$ cat src/rtl/mips_pkg.sv
// Constants and types shared between the fetch stage and the decode controller.
package mips_pkg;

  localparam logic [31:0] NopInstr       = 32'h0000_0000;  // sll $0,$0,0
  localparam logic [31:0] ResetPcDefault = 32'h0000_0000;

  localparam logic [5:0] OpSpecial = 6'h00;
  localparam logic [5:0] OpJ       = 6'h02;
  localparam logic [5:0] OpJal     = 6'h03;
  localparam logic [5:0] FunctJr   = 6'h08;

  typedef enum logic [1:0] {
    RedirNone,
    RedirBranch,
    RedirJr,
    RedirJump
  } redir_e;

  typedef struct packed {
    logic [31:0] instr;
    logic [31:0] pc_plus4;
    logic        valid;
  } if_id_t;

  function automatic logic [31:0] jump_target(input logic [31:0] pc_plus4,
                                              input logic [31:0] instr);
    return {pc_plus4[31:28], instr[25:0], 2'b00};
  endfunction

  function automatic logic is_jump(input logic [31:0] instr);
    return (instr[31:26] == OpJ) || (instr[31:26] == OpJal);
  endfunction

  function automatic logic is_jr(input logic [31:0] instr);
    return (instr[31:26] == OpSpecial) && (instr[5:0] == FunctJr);
  endfunction

endpackage

$ cat src/rtl/if_id_reg.sv
// IF/ID pipeline register; flush takes priority over hold.
module if_id_reg
  import mips_pkg::*;
#(
  parameter logic [31:0] NOP_INSTR = NopInstr
) (
  input  logic        clk_i,
  input  logic        rst_ni,
  input  logic        hold_i,
  input  logic        flush_i,
  input  logic [31:0] instr_i,
  input  logic [31:0] pc_plus4_i,
  output logic [31:0] instr_o,
  output logic [31:0] pc_plus4_o,
  output logic        valid_o
);

  if_id_t if_id_d, if_id_q;

  always_comb begin
    if_id_d = if_id_q;
    if (flush_i) begin
      if_id_d = '{instr: NOP_INSTR, pc_plus4: 32'h0, valid: 1'b0};
    end else if (!hold_i) begin
      if_id_d = '{instr: instr_i, pc_plus4: pc_plus4_i, valid: 1'b1};
    end
  end

  always_ff @(posedge clk_i or negedge rst_ni) begin
    if (!rst_ni) begin
      if_id_q <= '{instr: NOP_INSTR, pc_plus4: 32'h0, valid: 1'b0};
    end else begin
      if_id_q <= if_id_d;
    end
  end

  assign instr_o    = if_id_q.instr;
  assign pc_plus4_o = if_id_q.pc_plus4;
  assign valid_o    = if_id_q.valid;

endmodule

$ cat src/rtl/fetch_stage.sv
// Instruction fetch: PC register, redirect selection, IF/ID register and
// saturating stall/flush counters.
module fetch_stage
  import mips_pkg::*;
#(
  parameter logic [31:0] RESET_PC  = ResetPcDefault,
  parameter logic [31:0] NOP_INSTR = NopInstr,
  parameter int unsigned CNT_WIDTH = 16
) (
  input  logic                 clk_i,
  input  logic                 rst_ni,
  input  logic                 stall_i,
  input  logic                 id_jump_i,
  input  logic                 id_jr_i,
  input  logic [31:0]          id_jr_target_i,
  input  logic                 ex_branch_taken_i,
  input  logic [31:0]          ex_branch_target_i,
  output logic [31:0]          im_addr_o,
  input  logic [31:0]          im_rdata_i,
  output logic [31:0]          if_id_instr_o,
  output logic [31:0]          if_id_pc_plus4_o,
  output logic                 if_id_valid_o,
  output logic                 id_flush_o,
  output logic [CNT_WIDTH-1:0] stall_cnt_o,
  output logic [CNT_WIDTH-1:0] flush_cnt_o
);

  localparam logic [CNT_WIDTH-1:0] CntOne = CNT_WIDTH'(1);

  logic [31:0]          pc_d, pc_q;
  logic [31:0]          pc_plus4;
  logic [31:0]          redir_target;
  redir_e               redir_sel;
  logic                 redirect;
  logic                 stall_apply;
  logic [CNT_WIDTH-1:0] stall_cnt_d, stall_cnt_q;
  logic [CNT_WIDTH-1:0] flush_cnt_d, flush_cnt_q;

  assign pc_plus4 = pc_q + 32'd4;

  // EX branch is the older instruction, so it beats anything decoded in ID.
  always_comb begin
    redir_sel = RedirNone;
    if (ex_branch_taken_i) begin
      redir_sel = RedirBranch;
    end else if (if_id_valid_o && id_jr_i) begin
      redir_sel = RedirJr;
    end else if (if_id_valid_o && id_jump_i) begin
      redir_sel = RedirJump;
    end
  end

  always_comb begin
    redir_target = pc_plus4;
    unique case (redir_sel)
      RedirBranch: redir_target = ex_branch_target_i;
      RedirJr:     redir_target = id_jr_target_i;
      RedirJump:   redir_target = jump_target(if_id_pc_plus4_o, if_id_instr_o);
      default:     redir_target = pc_plus4;
    endcase
  end

  assign redirect    = (redir_sel != RedirNone);
  assign stall_apply = stall_i && !redirect;

  always_comb begin
    pc_d = pc_plus4;
    if (redirect) begin
      pc_d = redir_target & ~32'h3;
    end else if (stall_apply) begin
      pc_d = pc_q;
    end
  end

  always_comb begin
    stall_cnt_d = stall_cnt_q;
    flush_cnt_d = flush_cnt_q;
    if (stall_apply && (stall_cnt_q != '1)) begin
      stall_cnt_d = stall_cnt_q + CntOne;
    end
    if (redirect && (flush_cnt_q != '1)) begin
      flush_cnt_d = flush_cnt_q + CntOne;
    end
  end

  always_ff @(posedge clk_i or negedge rst_ni) begin
    if (!rst_ni) begin
      pc_q        <= RESET_PC;
      stall_cnt_q <= '0;
      flush_cnt_q <= '0;
    end else begin
      pc_q        <= pc_d;
      stall_cnt_q <= stall_cnt_d;
      flush_cnt_q <= flush_cnt_d;
    end
  end

  if_id_reg #(
    .NOP_INSTR(NOP_INSTR)
  ) u_if_id_reg (
    .clk_i      (clk_i),
    .rst_ni     (rst_ni),
    .hold_i     (stall_i),
    .flush_i    (redirect),
    .instr_i    (im_rdata_i),
    .pc_plus4_i (pc_plus4),
    .instr_o    (if_id_instr_o),
    .pc_plus4_o (if_id_pc_plus4_o),
    .valid_o    (if_id_valid_o)
  );

  assign im_addr_o   = pc_q;
  assign id_flush_o  = ex_branch_taken_i;
  assign stall_cnt_o = stall_cnt_q;
  assign flush_cnt_o = flush_cnt_q;

endmodule
$ cat config.mk
export PLATFORM = sky130hd
export DESIGN_NAME = fetch_stage
export DESIGN_NICKNAME = d
export VERILOG_FILES = /design/src/rtl/mips_pkg.sv /design/src/rtl/if_id_reg.sv /design/src/rtl/fetch_stage.sv
export SDC_FILE = /design/constraint.sdc
export NUM_CORES = 1
export LEC_CHECK = 0
export CORE_ASPECT_RATIO = 0.7
export CORE_UTILIZATION = 41
export DETAILED_ROUTE_END_ITERATION = 10
export PLACE_DENSITY_LB_ADDON = 0.25
export SYNTH_ARGS = -nofsm -noshare
export SYNTH_HDL_FRONTEND = slang
export SYNTH_SLANG_ARGS = --single-unit
$ cat constraint.sdc
create_clock -name clk_i -period 2.05 [get_ports clk_i]
set_input_delay 0.5125 -clock clk_i [delete_from_list [all_inputs] [get_ports clk_i]]
set_output_delay 0.5125 -clock clk_i [all_outputs]
set_load 0.05 [all_outputs]
==> results.toml, run 1 <==
[grt]
grt_overflow = 0
grt_pass1_vias = 6202
antenna_found_initial = 0
grt_pass1_wl_mm = 33.3
grtUsageTotal = 0.269
grt_max_degree = 51

[place]
post-place-ws_ps = -577
gp_congestion = 0.877
port_buffers = 223
dpl_cell_area_um2 = 9100
dp_hpwl_mm = 15.0

[drt]
dr.pass1.iters = 6
wl_mm = 20.8
vias_per_cell = 5.51
drt_iter0_drc = 505
wl_per_cell_um = 18.8
vias = 6078
ant_nets = 0
drcViolationCount = 0

[worst_setup_path]
crit_fanout = 5
cp_top_family = "buffers and inverters"
worstReg2RegStart = "im_addr_o[10]"
r2r_cells = 6
r2r_setup_slack_ps = 150
required_ps = 2380
endpoint_kind = "register"
cp_num_buf_inv = 2
crit_type = "primary input to register"
rr_endpoint = "u_if_id_reg.pc_plus4_o[19]"
critPathMaxStageDelay_ps = 530
slowest_stage = "clkdlybuf4s50_1"
start_kind = "primary input"
cp.arrival_ps = 2300
crit_chain = "clkdlybuf4s50_1 > o21a_1 > nor3_4 > buf_4 > o2111ai_1 > nor3_2 > xor2_1"

[clocking]
cts_buffers = 17
clock_sinks = 125
cts_hold_buf = 0
h-tree-depth = 4
clk_path_buf_depth = 2
cts_tree = "done"
clk_pin_slew_worst_paths_ps = 60
clock_latency_ps = 420
cts_root_buf = "clkbuf_16"

[synthesis]
ys_seq_area_frac = 0.488
synthDistinctLibCells = 51
yosys_warnings = 0
yosys-top-cells-area = "dfrtp_1, xnor2_1, mux2i_1"
synth.avg_cell_area_um2 = 10.1
postSynthCellCount = 636
synth_edf_count = 0
mappedNetlistArea_um2 = 6410
yosys.area.top_type_share = 0.488
synth_top_cell_by_area = "dfrtp_1"
synth_seq_cells = 125
synth-main-ff-cell = "dfrtp_1"
async_flop_share = 1.00

[timing]
setup_violations = 0
fin_ws_ps = 75.7
fmax_mhz = 507
worst_pin_slew_ps = 517
slew_violations = 0
maxSlewHeadroom = 0.656
layout_min_cycle_time_ps = 1970
finalClockSkew_ps = 9.73
whs_ps = 50.8
hold_viol = 0
rsz0062_at_grt = "no"
min_period_over_period = 0.963
setup_tns_ps = 0

[finish]
fin_nets = 1000
seq_area_um2 = 3170
antenna_cells = 0
synthToLayoutAreaGrowth_pct = 53.1
fillers = 1229
multi_input_area_um2 = 3130
drive_gt1_frac = 0.283
fin_area_um2 = 9820

[run_status]
status = "complete, no violations"

[power_and_ir_drop]
peakVddDrop_uv = 959
p_per_area_nw_per_um2 = 942
total_leakage_power_nw = 4.37

[run]
cap_viol_max_count = 0

[floorplanning]
die_h_um = 107
die_area_um2 = 16200
core_area_um2 = 15000
io-pin-count = 232
die_x_um = 151
start_util = 0.428
rows = 37

[min_path]
min_path_type = "primary input to asynchronous set/reset pin"
[worst max path at each step]
stage | startpoint | end | slack, ps | cells after the start
after global placement | id_jr_i | stall_cnt_o[3] | -480 | 8
after CTS | ex_branch_taken_i | id_flush_o | 30 | 3
final | id_jr_i | stall_cnt_o[15] | 80 | 7
after floorplan | im_addr_o[2] | u_if_id_reg.pc_plus4_o[22] | -10 | 6
after global routing | id_jr_i | im_addr_o[8] | 20 | 8
after detailed placement | ex_branch_taken_i | im_addr_o[9] | -580 | 6
[sequential cells by signal (all words and copies together), names as in the netlist]
signal,count
im_addr_o,30
u_if_id_reg.valid_o,1
stall_cnt_o,16
flush_cnt_o,16
u_if_id_reg.instr_o,32
u_if_id_reg.pc_plus4_o,30
[logic make-up (layout without fill, tap and decap cells)]
logic type	after synthesis	count (layout)	synth area share
AOI/OAI and AO/OA	123	123	0.124
xor gates and xnor gates	80	80	0.109
adders and majority gates	3	3	0.00585
buffers and inverters	59	328	0.0412
DFF	125	125	0.488
muxes	38	38	0.0597
other	1	4	0.000585
and+or+nand+nor	207	207	0.171
[metal layers]
layer | vias up | share of wire | track usage
met2 | 256 | 0.46 | 0.412
met5 | - | 0 | 0
met4 | 0 | 0.0098 | 0.0743
met3 | 21 | 0.085 | 0.0723
li1 | 2798 | - | -
met1 | 3003 | 0.44 | 0.375
[power by group]
| part | leakage (nW) | internal [W] | switching [W] |
|---|---|---|---|
| Sequential | 1.58 | 0.00276 | 0.000369 |
| Combinational | 2.46 | 0.000936 | 0.00167 |
| Clock | 0.330 | 0.00235 | 0.00117 |
| Total | 4.37 | 0.00605 | 0.00321 |
[area by class of cell]
class,count,area share
clock buffers,19,0.0461
clock inverters,13,0.0239
inverters,8,0.00306
multi-input cells,455,0.319
flip-flops and latches,125,0.323
well taps,195,0.0248
repair buffers,288,0.260
[cell usage after synthesis, types with 2 or more instances]
cell and instances:
dfrtp_1 125, nor2_1 68, xnor2_1 51, o21ai_0 43, mux2i_1 36, a21oi_1 33, clkbuf_1 33, nand2_1 33
a222oi_1 29, nand3_1 29, xor2_1 29, nand4_1 17, nor3_1 17, and3_1 10, buf_2 9, inv_1 7
buf_4 6, nor4_1 6, nor4_2 5, o21a_1 5, o21ai_1 5, a211oi_1 3, ha_1 3, and2_1 2
and4_1 2, mux2_2 2, nor2b_1 2, nor4_4 2, or3_1 2
[stage by stage]
stage / power (W) / utilization / cells
3_5_place_dp: 0.00577 / 0.607 / 1067
6_report: 0.00925 / 0.655 / 1103
2_1_floorplan: 0.00471 / - / 639
5_1_grt: 0.00961 / 0.655 / 1103
3_3_place_gp: 0.00571 / 0.607 / 1067
4_1_cts: 0.00930 / 0.652 / 1103
[repair_timing]
| action | in CTS | in global routing |
|---|---|---|
| endpoints found under the setup margin | 46 | 21 |
| gates resized for setup | 36 | 8 |
| gates cloned | 0 | 0 |
| setup buffers | 4 | 0 |
| pin swaps | 1 | 1 |
[layout by cell type (no fill, tap or decap), types with 4 or more instances in the layout]
master and instances:
dlygate4sd2_1 34, xnor2_1 51, nor2_1 67, buf_4 149, nor4_1 6, inv_1 7
clkdlybuf4s50_1 94, a21oi_1 33, nor3_1 11, nor3_2 5, buf_12 8, xor2_1 28
o21a_1 5, o21ai_0 43, bufinv_16 6, nand2_1 32, dfrtp_2 36, nor4_2 4
nand3_1 27, o21ai_1 5, and3_1 10, conb_1 4, dfrtp_1 89, clkbuf_16 17
nand4_1 17, mux2i_1 36, a222oi_1 29
No activity file was read; power rests on OpenSTA's default activity.
==> run 2, diff against run 1 <==
Settings changed: CELL_PAD_IN_SITES_DETAIL_PLACEMENT set to 0, CELL_PAD_IN_SITES_GLOBAL_PLACEMENT set to 1, CORE_UTILIZATION 41 to 30, CTS_CLUSTER_DIAMETER set to 100, PLACE_DENSITY set to 0.73, PLACE_DENSITY_LB_ADDON 0.25 to unset.
==> run 2 against run 1 <==
  * Core utilization fell by 18 points
  * Non-clock buffer count rose by 5
  * Sequential power about the same
  * Power shrank 3.7%
  * Worst setup slack improved by 38 ps
  * Clock power down 11%
  * Routed wire length increased by 4.6%
  * Worst hold slack got worse by 2.6 ps
  * Sequential share of layout area fell by 0.078 points
  * Largest power group unchanged
  * Highest routed layer unchanged
==> results.toml, run 2 (synthesized netlist as in run 1, its figures left out) <==
[worst_setup_path]
crit_fanout = 5
start_kind = "register"
endpoint_kind = "register"
slowest_stage = "or4b_1"
crit_chain = "nand3_1 > or4b_1 > buf_4 > nor3_2 > xnor2_1 > a21oi_1"
critPathMaxStageDelay_ps = 650
cp-startpoint = "im_addr_o[2]"
required_ps = 2350
cp.arrival_ps = 2230
crit_type = "register to register"
worstReg2RegStart = "im_addr_o[2]"

[floorplanning]
die_h_um = 124
die_x_um = 177
start_util = 0.307
die_area_um2 = 22000
core_area_um2 = 20900
io-pin-count = 232
rows = 44

[place]
port_buffers = 223
gp_congestion = 0.847
dp_hpwl_mm = 16.5

[grt]
antenna_found_initial = 0
grt_max_degree = 52
grt_overflow = 0
grtUsageTotal = 0.203
met2_usage = 0.277
grt_use_met3 = 0.0537
grt.met1_usage = 0.312
grt_pass1_wl_mm = 33.6
grt_most_used_layer = "met1"
grt_pass1_vias = 5675

[finish]
final_common_cell = "buf_4"
synthToLayoutAreaGrowth_pct = 53.5
fin_nets = 1005
drive_gt1_frac = 0.285
largest_reg_flops = 32
final_util = 0.472
antenna_cells = 0
layout_common_cells = "buf_4, clkdlybuf4s50_1, dfrtp_1"

[timing]
hold_viol = 0
setup_violations = 0
worst_pin_slew_ps = 631
finalClockSkew_ps = 8.45
rsz0062_at_grt = "no"
fmax_mhz = 516
layout_min_cycle_time_ps = 1940
setup_tns_ps = 0
min_period_over_period = 0.945
maxSlewHeadroom = 0.576
slew_violations = 0

[power_and_ir_drop]
peakVddDrop_uv = 547
total_power_w = 0.00891
p_per_area_nw_per_um2 = 905
total_leakage_power_nw = 4.33

[run]
cap_viol_max_count = 0

[clocking]
cts_tree = "done"
cts_hold_buf = 0
cts_root_buf = "clkbuf_16"
clock_sinks = 125
clk_pin_slew_worst_paths_ps = 60
clk_path_buf_depth = 2
cts_setup_buffers = 0
clock_latency_ps = 420
h-tree-depth = 4
cts_buffers = 17

[drt]
wl_per_cell_um = 18.3
dr.pass1.iters = 8
wl_mm = 21.7
drcViolationCount = 0
drt_iter0_drc = 416
vias = 5843
ant_nets = 0
vias_per_cell = 4.91

[run_status]
status = "complete, no violations"

[min_path]
min_path_type = "primary input to asynchronous set/reset pin"
## run 2: repair_timing
item                                    in CTS  in global routing
endpoints found under the setup margin      32                  1
resized for setup                           32                  1
pin swaps                                    0                  0
## run 2: critical path, delay by kind of cell, from the launching register on
| family | cells | cell delay, ps |
|---|---|---|
| xor gates and xnor gates | 1 | 170 |
| buffers and inverters | 1 | 200 |
| and+or+nand+nor | 3 | 910 |
| DFF | 1 | 430 |
| AOI/OAI and AO/OA | 1 | 100 |
## run 2: worst paths after layout
check	end	slack, ps	cells past startpoint
min	u_if_id_reg.instr_o[28]	50	1
min in group clk_i	stall_cnt_o[15]	480	1
max	u_if_id_reg.pc_plus4_o[27]	110	6
max in group asynchronous	im_addr_o[22]	1360	2
max reg2reg	u_if_id_reg.pc_plus4_o[27]	110	6
min reg2reg	stall_cnt_o[15]	480	1
## run 2: where the power goes
part	internal, W	leakage [nW]	switching (W)	total [W]
clock	0.00193	0.291	0.00122	0.00315
combinational	0.000964	2.46	0.00171	0.00267
sequential	0.00276	1.58	0.000336	0.00309
total	0.00565	4.33	0.00326	0.00891
## run 2: layer usage
layer,routed length [µm],up-vias
met5,0,-
li1,-,2824
met1,10900,2792
met2,9110,216
met3,1550,11
met4,147,0
## run 2: cell type report
type / count / area, µm²
fill: 1990 / 11000
sequential: 125 / 3170
multi-input combinational: 455 / 3100
timing repair buffer: 293 / 2590
clock buffer: 17 / 425
tap: 276 / 345
clock inverter: 15 / 188
inverter: 8 / 30.0
## run 2: through the flow
step	setup WS, ps	cell area, µm²	hold WS, ps	cells
floorplan	-10.6	6540	217	639
detailed placement	-266	9270	470	1157
CTS	96.2	9840	69.4	1189
global placement	-280	9270	466	1157
finish	113	9850	48.2	1189
global route	16.3	9850	79.6	1189
==> run 3, diff against run 2 <==
Settings changed: CORE_MARGIN set to 4.
==> run 3 against run 2 <==
  * Non-clock buffer count rose by 5
  * Sequential power barely moved
  * Worst setup slack barely moved
  * Sequential share of layout area barely moved
  * Count of clock-buffer cells in the layout did not move
  * Die area rose by 8.4%
  * Clock skew barely moved
  * Design area barely moved
  * Core utilization barely moved
  * Critical path type unchanged
  * Critical endpoint is now u_if_id_reg.pc_plus4_o[22]
  * Largest cell class unchanged
  * Highest routed layer unchanged
==> results.toml, run 3 (synthesized netlist as in run 1, its figures left out) <==
[run_status]
status = "complete, no violations"

[drt]
wl_mm = 22.8
wl_per_cell_um = 19.1
vias = 5929
ant_nets = 0
drcViolationCount = 0
drt_iter0_drc = 414
vias_per_cell = 4.97
dr.pass1.iters = 8

[timing]
min_period_over_period = 0.945
rsz0062_at_grt = "no"
setup_violations = 0
fmax_mhz = 516
hold_viol = 0
setup_tns_ps = 0
layout_min_cycle_time_ps = 1940
slew_violations = 0
finalClockSkew_ps = 8.76

[clocking]
cts_tree = "done"
cts_buffers = 17
clock_latency_ps = 420
h-tree-depth = 4
cts_setup_buffers = 0
cts_root_buf = "clkbuf_16"
clock_sinks = 125
clk_pin_slew_worst_paths_ps = 60
clk_path_buf_depth = 2

[finish]
antenna_cells = 0
drive_gt1_frac = 0.304
seq_area_um2 = 3170
fillers = 1955
largest_reg_flops = 32
synthToLayoutAreaGrowth_pct = 53.6
fin_area_um2 = 9850
fin_cells = 1194
final_common_cell = "buf_4"
layout_common_cells = "buf_4, clkdlybuf4s50_1, dfrtp_1"
fin_nets = 1010
final_util = 0.472
multi_input_area_um2 = 3110

[grt]
grt_overflow = 0
grt_pass1_wl_mm = 35.2
grtUsageTotal = 0.193
grt_max_degree = 38
antenna_found_initial = 0
grt_pass1_vias = 5814

[worst_setup_path]
cp.arrival_ps = 2270
crit_type = "register to register"
required_ps = 2390
start_kind = "register"
endpoint_kind = "register"
crit_fanout = 7

[power_and_ir_drop]
total_leakage_power_nw = 4.32
p_int_w = 0.00553
pwr-share-clk = 0.347
seqPwrFrac = 0.350
combPwrFrac = 0.304
switching_share = 0.375
p_per_area_nw_per_um2 = 898
peakVddDrop_uv = 584
p_switching_w = 0.00332
total_power_w = 0.00885

[place]
dpl_cell_area_um2 = 9270
gp_congestion = 0.829
dp.cells = 1161
dp_hpwl_mm = 17.6
port_buffers = 223

[floorplanning]
core_area_um2 = 20900
die_area_um2 = 23800
start_util = 0.307
die_h_um = 130
die_x_um = 183
io-pin-count = 232
rows = 44

[min_path]
min_path_type = "register to register"

[run]
cap_viol_max_count = 0
-- run 3: path summary, 6_finish.rpt --
path	from	endpoint	slack, ps	depth (start not counted)
worst max-delay path	im_addr_o[2]	u_if_id_reg.pc_plus4_o[22]	110	7
worst min-delay path	stall_cnt_o[9]	stall_cnt_o[9]	480	1
worst max register to register	im_addr_o[2]	u_if_id_reg.pc_plus4_o[22]	110	7
worst min register to register	stall_cnt_o[9]	stall_cnt_o[9]	480	1
max in group asynchronous	rst_ni	flush_cnt_o[6]	870	3
min in group asynchronous	rst_ni	u_if_id_reg.instr_o[28]	570	2
-- run 3: layout make-up --
class / count / share of cell area
Clock buffer: 17 / 0.0432
Clock inverter: 15 / 0.0163
Inverter: 8 / 0.00305
Multi-Input combinational cell: 455 / 0.315
Sequential cell: 125 / 0.322
Tap cell: 276 / 0.0350
Timing Repair Buffer: 298 / 0.265
-- run 3: stage by stage --
stage | setup slack (ps) | hold WS (ps)
6_report | 113 | 482
3_5_place_dp | -236 | 458
4_1_cts | 27.6 | 483
5_1_grt | 2.43 | 491
2_1_floorplan | -10.6 | 217
3_3_place_gp | -223 | 454
-- run 3: worst max-delay path, cell delays in order (launching register included) --
cell	delay, ps
dfrtp_2	430
ha_1	210
nand2_2	140
nor4_4	320
buf_4	200
nand3_1	120
xor2_2	190
a211oi_1	230
-- run 3: power by group through the flow --
stage / clock (W) / combinational (W) / sequential, W
after floorplan: 0 / 0.000664 / 0.00404
after global placement: 0 / 0.00270 / 0.00313
after detailed placement: 0 / 0.00271 / 0.00314
after CTS: 0.00313 / 0.00271 / 0.00309
after global routing: 0.00324 / 0.00285 / 0.00315
final: 0.00307 / 0.00269 / 0.00309
-- run 3: metal layers --
layer  share of wire  global-route usage  vias up
li1                -                   -     2845
met1            0.51               0.298     2872
met2            0.41               0.267      200
met3           0.069              0.0510       12
met4          0.0081              0.0432        0
met5               0                   0        -
-- run 3: timing repair --
item / in CTS / in global routing
gates resized for setup: 19 / 3
endpoints found under the hold margin: 2 / 0
endpoints found under the setup margin: 19 / 5
hold buffers: 1 / 0
pin swaps: 0 / 0
